--- src/rtl/uart_pkg.sv ---
`timescale 1ns/1ps
// Shared types and default sizing for the UART transmit path.
// Latency: n/a (declarations only).
// Backpressure: n/a (declarations only).
package uart_pkg;

  // Default frame geometry and baud-divisor width
  localparam int SIZE_DATA_DEF   = 8;
  localparam int OVER_SAMPLE_DEF = 16;
  localparam int SIZE_BAUD_DEF   = 24;

  // Transmit FSM states
  typedef enum logic [1:0] {
    IDLE  = 2'd0,
    START = 2'd1,
    DATA  = 2'd2,
    STOP  = 2'd3
  } tx_state_e;

endpackage : uart_pkg

--- src/rtl/uart_baud_tick.sv ---
`timescale 1ns/1ps
// Free-running baud tick generator: one-cycle o_stick every i_baud_rate clocks.
// Latency: tick is registered, one cycle after the counter reaches i_baud_rate-1.
// Backpressure: none; runs continuously regardless of downstream state.
module uart_baud_tick
  import uart_pkg::*;
#(
  parameter int SIZE_BAUD = SIZE_BAUD_DEF
) (
  input  logic                 i_clk,
  input  logic                 i_rst_n,
  input  logic [SIZE_BAUD-1:0] i_baud_rate,
  output logic                 o_stick
);

  logic [SIZE_BAUD-1:0] cnt_q;
  logic [SIZE_BAUD-1:0] cnt_d;
  logic                 stick_q;
  logic                 stick_d;
  logic [SIZE_BAUD-1:0] cnt_last;
  logic                 div_active;

  // Next counter value and tick; divisors 0/1 tick every cycle, and a counter
  // stranded above a newly lowered divisor wraps straight to 0 without a tick.
  always_comb begin
    cnt_last   = i_baud_rate - SIZE_BAUD'(1);
    div_active = (i_baud_rate > SIZE_BAUD'(1));
    cnt_d      = cnt_q + SIZE_BAUD'(1);
    stick_d    = 1'b0;
    if (!div_active) begin
      cnt_d   = '0;
      stick_d = 1'b1;
    end else if (cnt_q == cnt_last) begin
      cnt_d   = '0;
      stick_d = 1'b1;
    end else if (cnt_q > cnt_last) begin
      cnt_d   = '0;
    end
  end

  // Counter and tick registers
  always_ff @(posedge i_clk or negedge i_rst_n) begin
    if (!i_rst_n) begin
      cnt_q   <= '0;
      stick_q <= 1'b0;
    end else begin
      cnt_q   <= cnt_d;
      stick_q <= stick_d;
    end
  end

  assign o_stick = stick_q;

endmodule : uart_baud_tick

--- src/rtl/uart_tx_core.sv ---
`timescale 1ns/1ps
// UART transmitter: pops a word from the TX FIFO and serializes start/data(LSB first)/stop.
// Latency: line drops to start bit one cycle after the pop decision; each bit OVER_SAMPLE ticks.
// Backpressure: pulls only in IDLE with i_tx_en && !i_fifo_empty; a frame in flight always completes.
module uart_tx_core
  import uart_pkg::*;
#(
  parameter int SIZE_DATA   = SIZE_DATA_DEF,
  parameter int OVER_SAMPLE = OVER_SAMPLE_DEF,
  parameter int SIZE_BAUD   = SIZE_BAUD_DEF
) (
  input  logic                 i_clk,
  input  logic                 i_rst_n,
  input  logic [SIZE_BAUD-1:0] i_baud_rate,
  input  logic                 i_tx_en,
  input  logic                 i_fifo_empty,
  input  logic [SIZE_DATA-1:0] i_tx_data,
  output logic                 o_tx_serial,
  output logic                 o_tx_done,
  output logic                 o_valid,
  output logic                 o_stick
);

  localparam int TW = $clog2(OVER_SAMPLE + 1);
  localparam int IW = (SIZE_DATA > 1) ? $clog2(SIZE_DATA) : 1;
  localparam logic [TW-1:0] TICK_LAST = TW'(OVER_SAMPLE - 1);
  localparam logic [IW-1:0] IDX_LAST  = IW'(SIZE_DATA - 1);

  tx_state_e            state_q,  state_d;
  logic [TW-1:0]        os_cnt_q, os_cnt_d;
  logic [IW-1:0]        idx_q,    idx_d;
  logic [SIZE_DATA-1:0] shreg_q,  shreg_d;
  logic                 serial_q, serial_d;
  logic                 done_q,   done_d;
  logic                 valid_q,  valid_d;
  logic                 stick;
  logic                 bit_end;

  uart_baud_tick #(
    .SIZE_BAUD (SIZE_BAUD)
  ) u_baud_tick (
    .i_clk       (i_clk),
    .i_rst_n     (i_rst_n),
    .i_baud_rate (i_baud_rate),
    .o_stick     (stick)
  );

  // Next-state, bit timing and registered-output decode for the transmit FSM
  always_comb begin
    state_d  = state_q;
    os_cnt_d = os_cnt_q;
    idx_d    = idx_q;
    shreg_d  = shreg_q;
    done_d   = 1'b0;
    valid_d  = 1'b0;
    serial_d = 1'b1;
    bit_end  = stick && (os_cnt_q == TICK_LAST);

    case (state_q)
      IDLE: begin
        if (i_tx_en && !i_fifo_empty) begin
          shreg_d  = i_tx_data;
          valid_d  = 1'b1;
          os_cnt_d = '0;
          idx_d    = '0;
          state_d  = START;
        end
      end
      START: begin
        if (bit_end) begin
          os_cnt_d = '0;
          idx_d    = '0;
          state_d  = DATA;
        end else if (stick) begin
          os_cnt_d = os_cnt_q + TW'(1);
        end
      end
      DATA: begin
        if (bit_end) begin
          os_cnt_d = '0;
          if (idx_q == IDX_LAST) begin
            state_d = STOP;
          end else begin
            idx_d = idx_q + IW'(1);
          end
        end else if (stick) begin
          os_cnt_d = os_cnt_q + TW'(1);
        end
      end
      STOP: begin
        if (bit_end) begin
          os_cnt_d = '0;
          done_d   = 1'b1;
          state_d  = IDLE;
        end else if (stick) begin
          os_cnt_d = os_cnt_q + TW'(1);
        end
      end
      default: begin
        state_d = IDLE;
      end
    endcase

    // Line level follows the state being entered so it is registered with it
    case (state_d)
      START:   serial_d = 1'b0;
      DATA:    serial_d = shreg_d[idx_d];
      default: serial_d = 1'b1;
    endcase
  end

  // FSM, shift register and output registers; reset parks the line high
  always_ff @(posedge i_clk or negedge i_rst_n) begin
    if (!i_rst_n) begin
      state_q  <= IDLE;
      os_cnt_q <= '0;
      idx_q    <= '0;
      shreg_q  <= '0;
      serial_q <= 1'b1;
      done_q   <= 1'b0;
      valid_q  <= 1'b0;
    end else begin
      state_q  <= state_d;
      os_cnt_q <= os_cnt_d;
      idx_q    <= idx_d;
      shreg_q  <= shreg_d;
      serial_q <= serial_d;
      done_q   <= done_d;
      valid_q  <= valid_d;
    end
  end

  assign o_tx_serial = serial_q;
  assign o_tx_done   = done_q;
  assign o_valid     = valid_q;
  assign o_stick     = stick;

endmodule : uart_tx_core

--- config.mk ---
export PLATFORM = sky130hd
export DESIGN_NAME = uart_tx_core
export DESIGN_NICKNAME = d
export VERILOG_FILES = /design/src/rtl/uart_pkg.sv /design/src/rtl/uart_baud_tick.sv /design/src/rtl/uart_tx_core.sv
export SDC_FILE = /design/constraint.sdc
export NUM_CORES = 1
export LEC_CHECK = 0
export CAP_MARGIN = 40
export CORE_MARGIN = 5
export CORE_UTILIZATION = 57
export DETAILED_ROUTE_END_ITERATION = 12
export GPL_ROUTABILITY_DRIVEN = 0
export HOLD_SLACK_MARGIN = 0.02
export PLACE_DENSITY = 0.79
export SYNTH_ARGS = -nofsm -noshare
export SYNTH_HDL_FRONTEND = slang
export SYNTH_SLANG_ARGS = --single-unit
--- constraint.sdc ---
create_clock -name i_clk -period 3.03 [get_ports i_clk]
set_input_delay 0.4545 -clock i_clk [delete_from_list [all_inputs] [get_ports i_clk]]
set_output_delay 0.4545 -clock i_clk [all_outputs]
set_load 0.1 [all_outputs]
Word level (Yosys, flattened, before mapping). Cells that the tools add are included.

Equality and inequality tests: 10. Multiplexer cells: 29. Reductions and logical operators: 6. Add/subtract/negate cells: 4. $lt $le $gt $ge: 3.

Operators by type and width (number): 24-bit two-way mux (3); 24-bit by 1-bit adder with 24-bit output (second input constant) (1); 24-bit equality test (1); 24-bit by 1-bit greater-than comparator with 1-bit output (second input constant) (1); 24-bit greater-than comparator (1); 24-bit by 1-bit subtractor with 24-bit output (second input constant) (1); 8-bit two-way mux (2); 5-bit two-way mux (3); 3-bit two-way mux (4); 2-bit two-way mux (5); 5-bit one-hot mux with 2 select lines (1); 3-bit one-hot mux with 3 select lines (1); 2-bit one-hot mux with 4 select lines (1); 1-bit two-way mux (7); 2-bit equality test (second input constant) (3); 5-bit by 1-bit adder with 5-bit output (second input constant) (1); 5-bit by 4-bit equality test with 1-bit output (second input constant) (1); 2-bit by 1-bit equality test with 1-bit output (second input constant) (2); 3-bit by 4-bit < comparator with 1-bit output (second input constant) (1); 3-bit by 1-bit adder with 3-bit output (second input constant) (1); 1-bit binary-select mux with 3-bit select (1); 3-bit equality test (second input constant) (1); 3-bit by 1-bit != test with 1-bit output (second input constant) (1); 3-bit OR reduction (1); 6 further kinds (7).

Flip-flop bits (word level): 46. Output and inout bits: 4.

Logic depth before layout (Yosys ltp).
Depth in word-level cells: 7. Gate-level depth with buffers: 15.

By module. Synthesis repeated with hierarchy kept, for this count alone.

Cell total of the unflattened synthesis: 350. Area total of the unflattened synthesis: 3472.1 um^2.

Modules (own cells, without submodules): uart_baud_tick (seq. area each 625.6 um^2, area an instance 2439.8 um^2, cells each 262, instances 1); uart_tx_core (seq. area each 526.8 um^2, area an instance 1032.2 um^2, cells each 88, instances 1).

Worst setup path after synthesis. No wires, ideal clock.

Kind: input to register. From: input port i_baud_rate[11]. To: register u_baud_tick.cnt_q[10]. Stages on the path: 12. Buffers on the path: 1. Slack: -0.491 ns. Setup time: 0.146 ns. Arrival time: 3.375 ns. Data required time: 2.884 ns. Cell sequence: nor4_1 > nand4_1 > or2_2 > nor3_2 > nor3b_1 > xnor2_1 > ha_1 > nand4_1 > nor3_1 > o2111a_1 > clkbuf_1 > nor4_2.

Word-level cells in the longest chain between the ends: 5. Elaborated cells on any way between the ends: 7.

RTL lines: from (decl) (line uart_tx_core.sv:14) `input logic [SIZE_BAUD-1:0] i_baud_rate,`; 24-bit by 1-bit subtractor with 24-bit output (line uart_baud_tick.sv:26) `cnt_last = i_baud_rate - SIZE_BAUD'(1);`; 24-bit greater-than comparator (line uart_baud_tick.sv:36) `end else if (cnt_q > cnt_last) begin`; 24-bit two-way mux (line uart_baud_tick.sv:36); 24-bit two-way mux (line uart_baud_tick.sv:33) `end else if (cnt_q == cnt_last) begin`; 24-bit two-way mux * (line uart_baud_tick.sv:30) `if (!div_active) begin`; via u_baud_tick.cnt_d[10] (line uart_baud_tick.sv:17) `logic [SIZE_BAUD-1:0] cnt_d;`; to (signal assigned) (line uart_baud_tick.sv:47) `cnt_q <= cnt_d;`; to (decl) (line uart_baud_tick.sv:16) `logic [SIZE_BAUD-1:0] cnt_q;`.

The timed path passes the listed nets; every way through them passes the cells marked *. A chain may end at the register's enable or synchronous reset.

Worst setup path after layout.
From: input port i_baud_rate[7]. To: register u_baud_tick.cnt_q[9].

Same word-level chain as after synthesis.

==> out/qor.csv <==
metric;value;unit
Worst-Skew Late Latency;310;ps
Initial Util;58.6;%
Worst Max-Slew Pin Slew;452;ps
min Tclk post-route;3320;ps
maximum vdd drop;0.000377;V
most common cell after layout, fill and taps aside;buf_4;
Max FO, Critical Path;6;
number of DRC markers in iteration 0;285;
pins over their slew limit;0;
Routed WL;10.8;mm
setup_tns;-4900;ps
RSZ-0062 raised after global routing;yes;
failing checks;setup timing;
Die Ht;87.8;um
final hold vios;0;
IO Pins;40;
Area Overhead vs Synth;43.7;%
WS Path Type;primary input to register;
setup violators final;24;
HP Start;shreg_q[1];
CTS Sinks;46;
ys flop type;dfrtp_1;
fmax;301;MHz
Clock Skews;11.2;ps
worst reg2reg path depth;9;
CTS max path bufs;2;
Sw Share;36.7;%
Slew HR;69.1;%
clock root cell;clkbuf_8;
post-synthesis cell type count;52;
share of the synthesized area in the top cell type;32.7;%
worst hold path depth;1;
sequential area share after synthesis;33.4;%
Clk network pwr share;19.7;%
Mapped Cells;351;
r2r startpoint;u_baud_tick.cnt_q[9];
Nets;520;
Crit Reg-Reg Endpoint;u_baud_tick.cnt_q[9];
# rows;28;
asr flop ratio synth;100;%
wire length per cell;20.3;um
Synthesized Nets;416;
post-synth top area cell;dfrtp_1;
status;finished, violations left;
CTS tree;done;
EDFF count, synth;0;
Total Routing Usage GR;26.2;%
Worst Hold End;shreg_q[1];
CP delay by family, top;compound AO/OA/AOI/OAI gates;
Buf+Inv Stages, Crit Path;3;
initial antenna violation count;0;
type of the most critical hold path;register to register;
Clk pin slew, worst setup/hold paths;100;ps
layout cells sized above 1;32.7;%
cells taking the most area after synthesis;dfrtp_1 (33%), ha_1 (11%), xnor2_1 (8.4%), nor4_2 (7.3%), xor2_1 (3.6%);
Gate power share;41.7;%
die area;7700;sq um
startpoint types;primary input;
Syn. warnings;0;
drt first pass iters;4;
Critical Path Max Stage Delay;550;ps
Routed Antenna Nets;0;
number of synthesized register bits;46;
input/output buffers;39;
residual overflow from global routing;0;
internal cell power;1.58;mW
max_cap viols;0;
number of diodes;0;
dpl hpwl;6.25;mm
Reg power frac;38.5;%
first-pass GRT wire length;15.9;mm
Net Switching;0.914;mW
Pwr per Cell Area;503;nW/um^2
Design Power;2.49;mW
DRC;0;
slack of the critical path;-287;ps
H-tree Lvls;2;
Crit-path slowest cell;a2111o_2;
die width;87.8;um
crit path cell chain;buf_8, nor4_4, nand3_2, nor2_2, xnor2_1, ha_1, a21o_1, a21o_1, a2111oi_2, o21ai_1, a2111o_2, buf_12, buf_16, nor4_4;
largest net degree at the start of global routing;37;
most frequent cells in the layout;buf_4 (60), dfrtp_1 (45), xnor2_1 (33);
Avg Cell Area, Syn;9.82;sq um
vias per inst;6.29;
CORE AREA;5890;sq um
reg2reg setup slack;170;ps
DR vias;3342;
Post-Syn Area;3450;sq um
vias in the first global route;3370;
Leakage Power;2.04;nW
CP arrival;3530;ps
CTS Buf Count;5;
pre-CTS WS;-769;ps
fin crit share;109;%
CP Data Required Time;3250;ps
critical path capture point type;register;
## cells by family (layout without fill, tap and decap cells)
| logic type | count (synthesis) | after routing | synth area share (%) |
|---|---|---|---|
| buf+inv | 22 | 127 | 2.98 |
| mux | 13 | 13 | 4.07 |
| simple gates | 149 | 149 | 26.8 |
| compound gates | 45 | 45 | 10.3 |
| flops | 46 | 46 | 33.4 |
| fa+ha+maj | 29 | 29 | 10.5 |
| xor+xnor | 47 | 47 | 11.9 |
## state kept, by name, summed over array words and instances, names as in the netlist
register	flops
o_tx_done	1
state_q	2
o_tx_serial	1
idx_q	3
u_baud_tick.cnt_q	24
u_baud_tick.o_stick	1
o_valid	1
os_cnt_q	5
shreg_q	8
## stage by stage
step / instances / area [sq um] / hold slack [ps] / util [%]
global placement: 505 / 4330 / 479 / 73.5
CTS: 527 / 4790 / 507 / 81.4
finish: 531 / 4950 / 508 / 84.2
detailed placement: 506 / 4350 / 353 / 73.8
floorplan: 351 / 3500 / 159 / -
global route: 531 / 4950 / 521 / 84.2
## repair_timing
action	CTS	global route
gates cloned	3	2
setup buffers	9	2
pin swaps	16	6
endpoints found under the setup margin	24	24
endpoints found under the hold margin	6	0
hold buffers	1	0
resized for setup	78	18
## cells in the mapped netlist (3+ instances only)
cell and instances:
xor2_1 14, nor2b_1 4, nor3_1 16, a31oi_1 3, o21a_1 3, nor2_1 30, a21o_1 6, mux2_2 8
a21oi_1 7, nand2_1 19, nor4_2 20, inv_1 11, clkbuf_1 7, and4_1 4, nor4_1 11, o21ai_0 9
ha_1 29, mux2i_1 5, xnor2_1 33, nand4_1 16, nand3_1 13, dfrtp_1 45, and3_1 3
## power groups by stage
stage | Clock [mW] | Sequential (mW) | Combinational [mW]
final | 0.492 | 0.960 | 1.04
after global routing | 0.515 | 0.979 | 1.13
after CTS | 0.480 | 0.931 | 0.911
after detailed placement | 0 | 0.939 | 0.790
after global placement | 0 | 0.931 | 0.751
after floorplan | 0 | 0.908 | 0.530
## routing by layer
layer  vias to the layer above  track usage, %  share of wire (%)
met5                         -               0                  0
met4                         0            9.48                3.2
met3                        39            2.92                5.6
met2                       151            49.3                 53
met1                      1633            30.2                 38
li1                       1519               -                  -
## worst register-to-register path, cell delays in order (launching register included)
cell       delay, ps
dfrtp_1          480
ha_1             370
a21o_1           190
a21o_1           190
a2111oi_2        360
o21ai_1          140
a2111o_2         550
buf_12           170
buf_16           150
nor4_4           170
## worst max-delay path by stage
stage,from,to,slack (ps),cells after the start
after CTS,i_baud_rate[7],u_baud_tick.cnt_q[6],-130,16
after floorplan,i_baud_rate[4],u_baud_tick.cnt_q[0],-150,14
after detailed placement,i_baud_rate[11],u_baud_tick.cnt_q[2],-770,15
final,i_baud_rate[7],u_baud_tick.cnt_q[9],-290,14
after global placement,i_baud_rate[4],u_baud_tick.cnt_q[2],-640,13
after global routing,i_baud_rate[7],u_baud_tick.cnt_q[9],-420,16
## area by class of cell
type | instances | area, sq um
Clock buffer | 5 | 68.8
Sequential cell | 46 | 1150
Clock inverter | 3 | 43.8
Inverter | 11 | 41.3
Multi-Input combinational cell | 283 | 2520
Fill cell | 310 | 931
Timing Repair Buffer | 108 | 1030
Tap cell | 75 | 93.8
(Power assumes the default switching activity.)
==> edit 1 (same settings) <==
`SIZE_DATA_DEF`: 8 -> 4.
--- a/src/rtl/uart_pkg.sv
+++ b/src/rtl/uart_pkg.sv
@@ -7,3 +7,3 @@
   // Default frame geometry and baud-divisor width
-  localparam int SIZE_DATA_DEF   = 8;
+  localparam int SIZE_DATA_DEF   = 4;
   localparam int OVER_SAMPLE_DEF = 16;
Interface: changed (resized i_tx_data); port bits go from 40 to 36. No check against the original RTL was run, so the function may have changed too.
==> edit 1 against the original RTL <==
  * Register-to-register slack improved by 0.57 ns
  * Critical path depth up 2
  * Final cell count down 5.5%
  * Worst setup slack got worse by 0.27 ns
  * The flow still finishes with violations (negative setup slack)
  * Via count is 3.2% lower
  * Synthesized area down 12%
  * Hold slack got worse by 0.0020 ns
  * Final area is 8.2% lower
  * Routed wire length rose by 2.6%
  * Utilization grew 4.3 points
  * Sequential cell count decreased by 5
Power is not compared: it rests on default switching activity, and its combinational part moved more than twofold at a synthesized area within 25%.
==> edit 1: results (changes against the original RTL) <==
M2 GR Usage -> 48.2% (-1.1 points)
TritonRoute pass-1 iters -> 5 (+1)
Crit path capture -> u_baud_tick.cnt_q[8]$_DFF_PN0_
Syn nets -> 395 (-5.0%)
Seq/Total Area, Yosys -> 33.8% (+0.34 points)
Vias in the first global route -> 3,278 (-2.7%)
M1 WL -> 3.96 mm (-3.8%)
Vias/cell -> 6.44 (+2.4%)
Multiplexer share of the synthesized area -> 2.51% (-1.6 points)
WL met3 -> 925 um (+54%)
Top Registers -> u_baud_tick.cnt_q: 24 flops, os_cnt_q: 5 flops, shreg_q: 4 flops
Final worst slack -> -0.561 ns (-0.274 ns)
Layout cells sized above 1 -> 38.0% (+5.3 points)
Clock skew -> 0.00633 ns (-0.00489 ns)
Synth Area in Compound Gates -> 8.56% (-1.7 points)
Ranking of synthesized cells by area -> dfrtp_1, ha_1, xnor2_1, nor3_1, xor2_1
Pre-CTS WS -> -0.878 ns (-0.109 ns)
Failing checks -> negative setup slack
Crit path DAT -> 3.80 ns (+0.27 ns)
Global-route wire length before repair -> 15.7 mm (-1.3%)
Relative slew slack -> 53.0% (-16 points)
FF-to-FF path depth -> 8 (-1)
Port buffer count -> 35 (-10%)
Final #Nets -> 491 (-5.6%)
R2R Path End -> u_baud_tick.cnt_q[21]$_DFF_PN0_
H-Tree Depth -> 2 (unchanged)
Worst Hold End -> shreg_q[0]$_DFF_PN0_
Area of placed instances -> 0.00382 mm^2 (-12%)
GRT Total Usage -> 27.8% (+1.7 points)
Final setup vio count -> 25 (+4.2%)
Routed WL per cell -> 22.1 um (+8.5%)
Library cells used by synthesis -> 48 (-7.7%)
Clock latency on the worst-skew pair -> 0.30 ns
Gate Count Post-Synth -> 335 (-4.6%)
Setup TNS -> -12.72 ns (-7.81 ns)
Met1 usage -> 32.4% (+2.2 points)
Hold WS -> 0.506 ns (-0.00196 ns)
# fillers -> 222 (-28%)
FF-to-FF setup slack -> 0.74 ns (+0.57 ns)
Adder-cell share of the synthesized area -> 11.5% (+0.99 points)
Initial drt markers -> 319 (+12%)
Placed insts -> 471 (-6.9%)
WL met2 -> 5.55 mm (-3.2%)
GR Util met3 -> 6.14% (+3.2 points)
Status -> complete, but fails checks
CP Launch Point -> i_baud_rate[3]
Clock slew at reported path FFs -> 0.08 ns (-0.02 ns)
RR Startpoint -> u_baud_tick.cnt_q[21]$_DFF_PN0_
Crit Path Max Fanout -> 12 (+6)
## edit 1: cell count changes after synthesis, moves of 4 or more
cell / before / now
nor2_1: 30 / 14
nand4_1: 16 / 11
dfrtp_1: 45 / 40
nand2_1: 19 / 37
xnor2_1: 33 / 27
nor3_1: 16 / 38
nor4_2: 20 / 1
nor4_1: 11 / 7
## edit 1: cell families (layout without fill, tap and decap cells)
family	count (synthesis)	after routing
buffers and inverters	19	116
XOR/XNOR	44	44
AND/OR/NAND/NOR	158	158
adder cells (fa/ha/maj)	28	28
multiplexers	7	7
AO/OA/AOI/OAI	38	38
flip-flops	41	41
## edit 1: critical path, cell delays in order
cell and delay (ns):
buf_6 0.09, or3_4 0.38, or4_4 0.43, buf_6 0.14, or3_4 0.41, nor3_4 0.21
xnor2_1 0.18, ha_1 0.29, nand4_1 0.11, nor4_2 0.07, a32o_2 0.25, a211oi_4 0.22
buf_6 0.16, buf_16 0.15, nand2_2 0.09, nor3_4 0.16
## edit 1: layout make-up
type	count	area [um^2]	area share (%)
clock buffer	6	72.6	1.60
inverter	10	37.5	0.825
timing repair buffer	98	966	21.2
tap	70	87.6	1.93
sequential	41	1030	22.6
multi-input combinational	275	2350	51.6
clock inverter	2	10.0	0.220
## edit 1: timing repair
item	in CTS	in global routing
setup endpoints to repair	25	25
pin swaps	31	19
gates cloned	4	3
hold buffers	1	0
resized for setup	72	48
endpoints found under the hold margin	5	0
setup buffers	15	2
## edit 1: report_power, final
| part | internal [mW] | switching (mW) | total, mW |
|---|---|---|---|
| Combinational | 0.126 | 0.112 | 0.239 |
| Clock | 0.160 | 0.200 | 0.360 |
| Sequential | 0.568 | 0.0191 | 0.587 |
==> edit 2 (config.mk and constraints unchanged) <==
Made on the original files. Take the reset off `shreg_q` and load it in a clocked block of its own.
--- a/src/rtl/uart_tx_core.sv
+++ b/src/rtl/uart_tx_core.sv
@@ -117,3 +117,2 @@
       idx_q    <= '0;
-      shreg_q  <= '0;
       serial_q <= 1'b1;
@@ -125,3 +124,2 @@
       idx_q    <= idx_d;
-      shreg_q  <= shreg_d;
       serial_q <= serial_d;
@@ -130,2 +128,6 @@
     end
+  end
+
+  always_ff @(posedge i_clk) begin
+    shreg_q <= shreg_d;
   end
Check against the original RTL: no difference found for any inputs over 10 cycles, from zero or initial values and one cycle with i_rst_n low; that may be too few to reach the edited logic, so the function may still have changed.
==> edit 2 against the original RTL <==
  * The run still ends with negative setup slack left
  * Via count fell by 4.0%
  * Final area shrank 1.8%
  * Count of clock-buffer cells in the layout unchanged
  * Total power is 2.2% lower
  * Sequential cell count unchanged
  * Sequential share of layout area decreased by 0.40 points
  * Largest power group unchanged
  * Routed wire length shrank 12%
  * Worst setup slack worse by 0.0098 ns
  * Critical endpoint is now u_baud_tick.cnt_q[22]$_DFF_PN0_
  * Global-route usage shrank 0.97 points
  * Synthesized area down 1.2%
  * Highest routed layer unchanged
==> edit 2: results (changes against the original RTL) <==
Status -> complete, but fails checks
Failing checks -> negative setup slack
Via count -> 3,207 (-4.0%)
Post-cts sizing count -> 71 (-9.0%)
M2 GR Usage -> 44.2% (-5.1 points)
Leak -> 2.01 nW (-1.2%)
Commonest cells in the synthesized netlist -> dfrtp_1, xnor2_1, nor2_1
Dpl hpwl -> 6.23 mm (-0.29%)
Relative slew slack -> 70.7% (+1.6 points)
M1 WL -> 3.85 mm (-6.3%)
PwrDens -> 501 mW/mm^2 (-0.44%)
Asr flop ratio synth -> 82.6% (-17 points)
Initial drt markers -> 259 (-9.1%)
WL met2 -> 4.81 mm (-16%)
WL met3 -> 509 um (-15%)
Total wire length -> 9.50 mm (-12%)
Peak supply drop -> 0.451 mV (+20%)
Final worst slack -> -0.297 ns (-0.00981 ns)
Largest net degree at the start of global routing -> 39 (+5.4%)
Final #Nets -> 518 (-0.38%)
Layout cells sized above 1 -> 31.7% (-0.96 points)
Met1 usage -> 29.7% (-0.48 points)
Core area -> 0.00585 mm^2 (-0.60%)
Vias in the first global route -> 3,215 (-4.6%)
HP Class -> in -> async
Area of placed instances -> 0.00429 mm^2 (-1.4%)
Clock skew -> 0.00933 ns (-0.00190 ns)
R2R Path End -> u_baud_tick.cnt_q[22]$_DFF_PN0_
Vias/cell -> 6.06 (-3.7%)
Ranking of synthesized cells by area -> dfrtp_1, ha_1, xnor2_1, nor4_2, dfxtp_1
Library cells used by synthesis -> 53 (+1.9%)
CP peak stage delay -> 0.40 ns (-0.15 ns)
Crit Path Max Fanout -> 4 (-2)
Seq/Total Area, Yosys -> 32.6% (-0.78 points)
Global-route wire length before repair -> 15.1 mm (-5.0%)
GRT Total Usage -> 25.2% (-0.97 points)
Critical path's slowest cell -> a2111o_1
Post-CTS Setup Inserts -> 8 (-1)
Placed insts -> 505 (-0.20%)
# fillers -> 322 (+3.9%)
Final setup vio count -> 24 (unchanged)
[edit 2: cell families (layout without fill, tap and decap cells)]
group	Yosys count	after routing	synth area share (%)
adder cells (fa/ha/maj)	29	29	10.7
AO/OA/AOI/OAI	45	45	10.4
XOR/XNOR	47	47	12.1
flip-flops	46	46	32.6
buffers and inverters	22	125	3.01
multiplexers	13	13	4.11
AND/OR/NAND/NOR	149	149	27.1
[edit 2: cell type report]
type	count	area share [%]
clock buffers	5	1.41
repair buffers	106	19.9
multi-input cells	283	52.1
clock inverters	3	0.900
well taps	75	1.93
inverters	11	0.848
flip-flops and latches	46	22.9
[edit 2: critical path, delay by kind of cell]
family	cells	cell delay, ns
fa+ha+maj	1	0.27
buf+inv	3	0.36
compound gates	2	0.50
simple gates	9	1.79
xor+xnor	1	0.15
[edit 2: worst max-delay path by stage]
| stage | startpoint | end | slack, ns | cells past startpoint |
|---|---|---|---|---|
| final | i_baud_rate[6] | u_baud_tick.cnt_q[22]$_DFF_PN0_ | -0.30 | 16 |
| after CTS | i_baud_rate[7] | u_baud_tick.cnt_q[13]$_DFF_PN0_ | -0.23 | 17 |
| after global placement | i_baud_rate[4] | u_baud_tick.cnt_q[3]$_DFF_PN0_ | -0.65 | 13 |
| after detailed placement | i_baud_rate[4] | u_baud_tick.cnt_q[2]$_DFF_PN0_ | -0.87 | 13 |
| after global routing | i_baud_rate[6] | u_baud_tick.cnt_q[22]$_DFF_PN0_ | -0.42 | 16 |
| after floorplan | i_baud_rate[4] | u_baud_tick.cnt_q[0]$_DFF_PN0_ | -0.15 | 14 |
[edit 2: where the power goes]
group | total [mW] | switching, mW | internal (mW) | leakage [nW]
sequential | 0.953 | 0.186 | 0.767 | 0.573
combinational | 1.00 | 0.454 | 0.551 | 1.38
clock | 0.478 | 0.231 | 0.248 | 0.0585
